File: src/rtl/truss_pkg.sv
// Shared definitions for the timeout handler: state encoding, parameter defaults, saturating counter helper.
// Latency: n/a (package only).
// Backpressure: n/a (package only).
package truss_pkg;

    typedef enum logic [1:0] {
        ST_ARMED   = 2'd0,
        ST_REQUEST = 2'd1,
        ST_DONE    = 2'd2,
        ST_HUNG    = 2'd3
    } state_e;

    localparam int DEFAULT_GRACE_CYCLES = 100;
    localparam int DEFAULT_GRACE_WIDTH  = 16;
    localparam int DEFAULT_SYNC_STAGES  = 2;
    localparam int COUNT_WIDTH          = 8;

    // Increment that sticks at all-ones instead of wrapping.
    function automatic logic [COUNT_WIDTH-1:0] sat_inc(input logic [COUNT_WIDTH-1:0] v);
        return (v == '1) ? v : v + 1'b1;
    endfunction

endpackage

File: src/rtl/truss_sync_edge.sv
// Synchronizes an asynchronous level into clk and flags its rising edge.
// Latency: sync_o follows async_i after SYNC_STAGES edges; rise_o is combinational from registered state.
// Backpressure: none; rise_o is a one-cycle pulse per low-to-high transition of sync_o.
//   Ports: clk, reset (async active-high), async_i (raw level), sync_o (synchronized level), rise_o (edge pulse)
module truss_sync_edge
    import truss_pkg::*;
#(
    parameter int SYNC_STAGES = DEFAULT_SYNC_STAGES  // must be >= 2
) (
    input  logic clk,
    input  logic reset,
    input  logic async_i,
    output logic sync_o,
    output logic rise_o
);

    logic [SYNC_STAGES-1:0] sync_q;
    logic                   prev_q;

    always_ff @(posedge clk or posedge reset) begin
        if (reset) begin
            sync_q <= '0;
            prev_q <= 1'b0;
        end else begin
            sync_q <= {sync_q[SYNC_STAGES-2:0], async_i};
            prev_q <= sync_q[SYNC_STAGES-1];
        end
    end

    assign sync_o = sync_q[SYNC_STAGES-1];
    // Decoded from flops only, so the pulse is glitch-free relative to async_i.
    assign rise_o = sync_q[SYNC_STAGES-1] & ~prev_q;

endmodule

File: src/rtl/timeout_handler.sv
// Turns a watchdog expiry into a shutdown request with a bounded grace window, then DONE or a sticky HUNG.
// Latency: shutdown_req rises SYNC_STAGES+1 edges after timeout; stays high at most GRACE_CYCLES+1 cycles.
// Backpressure: none; events arriving outside ARMED are dropped, rearm is refused while timeout is still high.
//   Ports: clk, reset (async active-high), timeout (async level), shutdown_ack, rearm (pulse),
//          shutdown_req / shutdown_done / hung (state decodes), timeout_count (saturating event count)
module timeout_handler
    import truss_pkg::*;
#(
    parameter int GRACE_CYCLES = DEFAULT_GRACE_CYCLES,
    parameter int GRACE_WIDTH  = DEFAULT_GRACE_WIDTH,
    parameter int SYNC_STAGES  = DEFAULT_SYNC_STAGES
) (
    input  logic                   clk,
    input  logic                   reset,
    input  logic                   timeout,
    input  logic                   shutdown_ack,
    input  logic                   rearm,
    output logic                   shutdown_req,
    output logic                   shutdown_done,
    output logic                   hung,
    output logic [COUNT_WIDTH-1:0] timeout_count
);

    state_e                  state_q, state_d;
    logic [GRACE_WIDTH-1:0]  grace_q, grace_d;
    logic [COUNT_WIDTH-1:0]  count_q, count_d;
    logic                    tmo_sync;
    logic                    tmo_rise;

    truss_sync_edge #(
        .SYNC_STAGES (SYNC_STAGES)
    ) u_sync_edge (
        .clk     (clk),
        .reset   (reset),
        .async_i (timeout),
        .sync_o  (tmo_sync),
        .rise_o  (tmo_rise)
    );

    always_ff @(posedge clk or posedge reset) begin
        if (reset) begin
            state_q <= ST_ARMED;
            grace_q <= '0;
            count_q <= '0;
        end else begin
            state_q <= state_d;
            grace_q <= grace_d;
            count_q <= count_d;
        end
    end

    always_comb begin
        state_d = state_q;
        grace_d = grace_q;
        count_d = count_q;
        case (state_q)
            ST_ARMED: begin
                if (tmo_rise) begin
                    state_d = ST_REQUEST;
                    grace_d = GRACE_WIDTH'(GRACE_CYCLES);
                    count_d = sat_inc(count_q);
                end
            end
            ST_REQUEST: begin
                // Ack is checked first so an ack on the last grace cycle still completes cleanly.
                if (shutdown_ack) begin
                    state_d = ST_DONE;
                end else if (grace_q == '0) begin
                    state_d = ST_HUNG;
                end else begin
                    grace_d = grace_q - GRACE_WIDTH'(1);
                end
            end
            ST_DONE: begin
                // Re-arming while the watchdog is still asserted would miss its next edge.
                if (rearm && !tmo_sync) begin
                    state_d = ST_ARMED;
                end
            end
            ST_HUNG: begin
                state_d = ST_HUNG;
            end
            default: begin
                state_d = ST_ARMED;
            end
        endcase
    end

    assign shutdown_req  = (state_q == ST_REQUEST);
    assign shutdown_done = (state_q == ST_DONE);
    assign hung          = (state_q == ST_HUNG);
    assign timeout_count = count_q;

endmodule

File: config.mk
export PLATFORM = sky130hd
export DESIGN_NAME = timeout_handler
export DESIGN_NICKNAME = d
export VERILOG_FILES = /design/src/rtl/truss_pkg.sv /design/src/rtl/truss_sync_edge.sv /design/src/rtl/timeout_handler.sv
export SDC_FILE = /design/constraint.sdc
export NUM_CORES = 1
export LEC_CHECK = 0
export CORE_UTILIZATION = 60
export CTS_CLUSTER_DIAMETER = 120
export DETAILED_ROUTE_END_ITERATION = 8
export GPL_ROUTABILITY_DRIVEN = 0
export PLACE_DENSITY = 0.83
export SKIP_CTS_REPAIR_TIMING = 1
export SYNTH_ARGS = -nofsm -noshare
export SYNTH_HDL_FRONTEND = slang
export SYNTH_HIERARCHICAL = 1
export SYNTH_SLANG_ARGS = --single-unit
File: constraint.sdc
create_clock -name clk -period 4.8 [get_ports clk]
set_clock_uncertainty 0.2 [all_clocks]
set_input_delay 0.48 -clock clk [delete_from_list [all_inputs] [get_ports clk]]
set_output_delay 0.48 -clock clk [all_outputs]
set_load 0.1 [all_outputs]
==> results of run 1 <==
## per-stage QoR
stage                     cell area [sq um]  std cells  setup WS (ns)  hold slack, ns  power, mW
after floorplan                        1610        155           2.15          0.0336      0.722
after global placement                 1770        194           2.31           0.143      0.813
after detailed placement               1770        194           2.24           0.148      0.830
after CTS                              1820        202           1.91           0.138      0.970
after global routing                   1820        202           1.78           0.147       1.02
final                                  1820        202           1.91           0.146      0.966
## cells in the final DEF, fill, tap and decap left out, types with 4 or more instances in the layout
cell type	netlist	layout
a21oi_1	9	9
clkbuf_4	0	5
clkdlybuf4s50_1	0	15
dfrtp_1	29	29
inv_1	6	6
nand2_1	8	8
nand2b_1	4	4
nand3_1	8	8
nand4_1	5	5
nor2_1	5	5
nor2b_1	4	4
o21ai_0	9	9
o31ai_1	9	9
or4_1	10	10
xnor2_1	5	5
## routing by layer
layer | vias to the layer above | share of wire (%)
met5 | - | 0
met1 | 639 | 45
li1 | 618 | -
met3 | 6 | 4.3
met2 | 40 | 49
met4 | 0 | 1.5
## flip-flops by register name, indices dropped and copies added, names as in the netlist
name	flops
grace_q	16
timeout_count	8
state_q	2
u_sync_edge/sync_q	2
u_sync_edge/prev_q	1
## area by class of cell
class | count | share of cell area, %
multi-input cells | 114 | 45.8
flip-flops and latches | 29 | 40.0
clock buffers | 8 | 2.69
inverters | 6 | 1.24
well taps | 30 | 2.07
repair buffers | 15 | 8.27
## synthesized netlist by cell type, types with 2 or more instances
| master | instances | share of area (%) |
|---|---|---|
| nand3_1 | 8 | 2.5 |
| or4_1 | 10 | 4.7 |
| nor3_1 | 3 | 0.93 |
| nor2b_1 | 4 | 1.6 |
| mux2i_1 | 2 | 1.2 |
| inv_1 | 6 | 1.4 |
| dfrtp_1 | 29 | 45 |
| o21ai_0 | 9 | 2.8 |
| nand2_1 | 8 | 1.9 |
| buf_2 | 2 | 0.62 |
| o31ai_1 | 9 | 4.2 |
| nor4_2 | 2 | 1.6 |
| nand2b_1 | 4 | 1.6 |
| nor2_1 | 5 | 1.2 |
| clkbuf_1 | 2 | 0.47 |
| and4_1 | 3 | 1.6 |
| xor2_1 | 2 | 1.1 |
| and3_1 | 2 | 0.78 |
| o2111ai_1 | 2 | 1.1 |
| nor4_1 | 2 | 0.78 |
| a21oi_1 | 9 | 2.8 |
| nand4_1 | 5 | 1.9 |
| xnor2_1 | 5 | 2.7 |
| ha_1 | 2 | 1.6 |
## final timing paths
path / slack (ns) / to / cells past startpoint / startpoint
hold / removal: 0.15 / u_sync_edge/prev_q / 2 / reset
min in group clk: 0.17 / u_sync_edge/sync_q[1] / 0 / u_sync_edge/sync_q[0]
setup / recovery: 1.91 / shutdown_req / 3 / state_q[0]
setup reg to reg: 2.45 / grace_q[7] / 6 / grace_q[0]
max in group asynchronous: 3.28 / grace_q[11] / 2 / reset
hold reg to reg: 0.17 / u_sync_edge/sync_q[1] / 0 / u_sync_edge/sync_q[0]
## cell families (layout without fill, tap and decap cells)
family	count (synthesis)	count (layout)	share of synthesized area, %
simple gates	66	66	27.5
compound gates	36	36	16.9
flops	29	29	45.1
buf+inv	12	29	3.19
xor+xnor	7	7	3.81
mux	3	3	1.95
fa+ha+maj	2	2	1.56
## critical path, delay by kind of cell, from the launching register on
| kind | cells | cell delay (ns) |
|---|---|---|
| buf+inv | 2 | 1.28 |
| flops | 1 | 0.47 |
| simple gates | 1 | 0.16 |
## power breakdown
| part | internal, mW | total, mW | switching (mW) |
|---|---|---|---|
| logic | 0.132 | 0.455 | 0.322 |
| registers | 0.291 | 0.373 | 0.0819 |
| clock network | 0.0583 | 0.138 | 0.0795 |
==> run metrics, run 1 <==
outcome finished clean; vias 1,303; DIE AREA 2890 sq um; Worst-Skew Late Latency 0.31 ns; CTS Root Cell clkbuf_4; Final #Nets 178; Critical Path Source Type flop; syn avg cell area 10.4 sq um; Synthesized Nets 162; max cap viols 0; row count 18; total gr overflow 0; data required time of the critical path 4.12 ns; CTS buffer count 5; Final Util 72.6%; first-pass GRT wire length 5.51 mm; final setup violation count 0; Post-Syn Area 1610 sq um; met3 Track Usage GR 7.63%; Reg area 726 sq um; H-tree level count 2; # DRC 0; Initial Util 64.3%; Syn-to-layout area delta 12.9%; Port Buf Inserts 15; global routing's busiest layer met2; final worst-path cycle share 60.2%; share of layout cells above drive strength 1 9.88%; Seq/Total Area, Yosys 45.1%; min-delay worst type in2async; core area 2500 sq um; GRT Util Overall 27.0%; vias per inst 6.45; Worst Setup End Kind output port; Sinks on Clock Net 29; Slew Limit Fails 0; post-DP HPWL 2.37 mm; Fillers 195; Detail Route Antenna Nets 0; Mapped Cells 155; ys flop type dfrtp_1; normalized max-slew margin 33.9%; number of global-route vias before repair 1,269; drt pass-1 iters 4; I/O Pins 16; Initial DRC Count 35; met1 Usage GRT 32.1%; count of flip-flops with a built-in enable after synthesis 0; Reg clk slew, reported paths 0.09 ns; PD cells 532 nW/um^2; CP cell instances inv_1 -> nor2_1 -> clkdlybuf4s50_1; met2 usage 45.1%; Cell variety after synth 44; DR WL/cell 16.2 microns; CP max FO 9; WP data arrival 2.21 ns; Setup TNS 0 ns; die height 53.8 microns; chip width 53.8 microns; Worst-Margin Slew 0.988 ns; Setup CP Type reg2out; RSZ-0062 raised after global routing false; Ant. Diodes 0; CTS tree done; clk buf depth 2; CP peak stage delay 1.16 ns; initial antenna violation count 0; multi-input logic area 831 sq um; leakage 0.718 nW; Final Hold Fails 0; Max VDD drop 0.429 mV; Final min period 2.89 ns; register bit count reported by yosys 29; largest net degree at the start of global routing 27; Max Fclk 346 MHz; Crit-path slowest cell clkdlybuf4s50_1; drt total wl 3.27 mm; synth warn 6; ys async rst share 100%
Note: power is estimated with default switching activity, not from simulation.
==> inputs of run 2 (changes only) <==
--- a/config.mk
+++ b/config.mk
@@ -5,11 +5,11 @@
 export SDC_FILE = /design/constraint.sdc
 export NUM_CORES = 1
 export LEC_CHECK = 0
-export CORE_UTILIZATION = 60
+export CORE_UTILIZATION = 50
 export CTS_CLUSTER_DIAMETER = 120
 export DETAILED_ROUTE_END_ITERATION = 8
 export GPL_ROUTABILITY_DRIVEN = 0
-export PLACE_DENSITY = 0.83
+export PLACE_DENSITY = 0.74
 export SKIP_CTS_REPAIR_TIMING = 1
 export SYNTH_ARGS = -nofsm -noshare
 export SYNTH_HDL_FRONTEND = slang
==> constraint.sdc (replaced) <==
create_clock -name clk -period 2.6 [get_ports clk]
set_clock_uncertainty 0.2 [all_clocks]
set_input_delay 0.26 -clock clk [delete_from_list [all_inputs] [get_ports clk]]
set_output_delay 0.26 -clock clk [all_outputs]
set_load 0.1 [all_outputs]
==> run 2 against run 1 <==
Effect of this change:
- first-iteration DRC count decreased by 40%
- via count increased by 1.8%
- final area increased by 2.8%
- critical path depth increased by 3
- highest routed layer unchanged
- combinational power increased by 85%
- clock power increased by 130%
- sequential share of layout area decreased by 1.1 points
- largest power group unchanged
- setup slack got worse by 1.6 ns
==> run metrics, run 2 (synthesis results as in run 1) <==
chip width 58.7 microns (was 53.8 microns); RR Startpoint grace_q[0] (unchanged); Ant. Diodes 0 (unchanged); hold depth 1; WP data arrival 2.26 ns (was 2.21 ns); PD cells 991 nW/um^2 (was 532 nW/um^2); Placement Setup Slack 0.317 ns (was 2.24 ns); Critical Path Source Type flop (unchanged); RSZ-0062 raised after global routing false (unchanged); max reg flops 16 (unchanged); Final #Nets 183 (was 178); final worst slack 0.323 ns (was 1.91 ns); commonest non-fill, non-tap cell in the layout dfrtp_1 (unchanged); Placed Area 1790 sq um (was 1770 sq um); Setup CP Type reg2reg (was reg2out); global routing's busiest layer met2 (unchanged); GRT Util Overall 22.6% (was 27.0%); data required time of the critical path 2.58 ns (was 4.12 ns); CTS Root Cell clkbuf_4 (unchanged); Max Fclk 439 MHz; WHS Endpoint u_sync_edge/sync_q[0]; met2 usage 36.9% (was 45.1%); DIE AREA 3450 sq um (was 2890 sq um); drt total wl 3.29 mm (was 3.27 mm); Fillers 281 (was 195); Port Buf Inserts 15 (unchanged); min-delay worst type in2reg (was in2async); met1 Usage GRT 27.2% (was 32.1%); die height 58.7 microns (was 53.8 microns); clk buf depth 2 (unchanged); Reg power frac 37.3% (was 38.6%); row count 20 (was 18); vias per inst 6.00 (was 6.45); met3 Track Usage GR 6.59% (was 7.63%); # DRC 0 (unchanged); final worst-path cycle share 87.6%; Clk network pwr share 17.2% (was 14.3%); CP peak stage delay 0.58 ns (was 1.16 ns); R2R cell count 6 (unchanged); initial antenna violation count 0 (unchanged); commonest cells after routing, fill and taps aside dfrtp_1 (29), buf_4 (15), or4_1 (10) (was dfrtp_1 (29), clkdlybuf4s50_1 (15), or4_1 (10)); core area 3050 sq um (was 2500 sq um); NetSw 0.910 mW (was 0.484 mW); outcome finished clean (unchanged); sw frac 49.2% (was 50.1%); largest net degree at the start of global routing 27 (unchanged); final setup violation count 0 (unchanged); normalized max-slew margin 57.8% (was 33.9%); Detail Route Antenna Nets 0 (unchanged); CP max FO 17 (was 9); CTS buffer count 5 (unchanged); Power, Total 1.85 mW (was 0.966 mW); total gr overflow 0 (unchanged); reg2reg end grace_q[9] (was grace_q[7]); Worst Setup End Kind flop (was output port); Max VDD drop 0.747 mV (was 0.429 mV); Logic pwr share 45.5% (was 47.1%); Setup TNS 0 ns (unchanged); Slew Limit Fails 0 (unchanged); Final min period 2.28 ns; Sinks on Clock Net 29 (unchanged); CP cell instances inv_1 -> ha_1 -> nor4bb_1 -> and4_1 -> or4_1 -> a21oi_1 (was inv_1 -> nor2_1 -> clkdlybuf4s50_1); first-pass GRT wire length 5.64 mm (was 5.51 mm); Initial Util 52.7% (was 64.3%); drt pass-1 iters 4 (unchanged); Final Hold Fails 0 (unchanged); leakage 0.773 nW (was 0.718 nW); I/O Pins 16 (unchanged); max cap viols 0 (unchanged); post-route cell area 1870 sq um (was 1820 sq um); largest reg by FF count grace_q (unchanged); CTS tree done (unchanged); post-DP HPWL 2.41 mm (was 2.37 mm); Initial DRC Count 21 (was 35); share of layout cells above drive strength 1 19.8% (was 9.88%); Hold Slack 0.159 ns (was 0.146 ns); Syn-to-layout area delta 16.1% (was 12.9%); P_int 0.939 mW (was 0.482 mW); H-tree level count 2 (unchanged); Crit-path slowest cell and4_1 (was clkdlybuf4s50_1); DR WL/cell 14.9 microns (was 16.2 microns); Reg clk slew, reported paths 0.10 ns (was 0.09 ns); Worst-Margin Slew 0.632 ns (was 0.988 ns); vias 1,326 (was 1,303); number of global-route vias before repair 1,231 (was 1,269); Worst-Skew Late Latency 0.34 ns (was 0.31 ns); hold wc startpoint timeout; Worst R2R Setup Slack 0.32 ns (was 2.45 ns)
## run 2: cell count changes in the layout (fill, tap and decap cells not counted)
cell | previous run | this run
clkbuf_8 | 0 | 2
clkinv_2 | 0 | 1
clkbuf_1 | 3 | 0
buf_4 | 0 | 15
clkdlybuf4s50_1 | 15 | 4
dlygate4sd3_1 | 0 | 1
## run 2: stage by stage
stage,cells,utilization [%]
after floorplan,155,-
after global placement,212,58.5
after detailed placement,212,58.5
after CTS,220,60.8
after global routing,221,61.1
final,221,61.1
## run 2: layout make-up
type	count	area (sq um)	area share (%)
inverters	6	22.5	1.21
flip-flops and latches	29	726	38.9
well taps	44	55.1	2.95
multi-input cells	114	831	44.5
repair buffers	20	163	8.71
clock buffers	7	65.1	3.49
clock inverters	1	5.00	0.268
## run 2: worst max-delay path by stage
| stage | depth (start not counted) | to | startpoint |
|---|---|---|---|
| after floorplan | 5 | timeout_count[7] | timeout_count[0] |
| after global placement | 6 | grace_q[7] | shutdown_ack |
| after detailed placement | 6 | grace_q[12] | shutdown_ack |
| after CTS | 6 | grace_q[9] | grace_q[0] |
| after global routing | 6 | grace_q[9] | grace_q[0] |
| final | 6 | grace_q[9] | grace_q[0] |
## run 2: routing by layer
layer / vias up / wire length, microns
met5: - / 0
met4: 0 / 72
met3: 8 / 109
met2: 24 / 1670
met1: 663 / 1440
li1: 631 / -
## run 2: power groups by stage
stage          Clock [mW]  Sequential (mW)  Combinational (mW)
6_report            0.318            0.690               0.841
5_1_grt             0.344            0.707               0.899
4_1_cts             0.323            0.688               0.844
3_5_place_dp            0            0.696               0.841
3_3_place_gp            0            0.687               0.820
2_1_floorplan           0            0.847               0.486
## run 2: critical path, delay by kind of cell (launching register included)
family / cells / cell delay, ns
compound gates: 1 / 0.07
buf+inv: 1 / 0.08
simple gates: 3 / 1.15
flops: 1 / 0.44
fa+ha+maj: 1 / 0.19
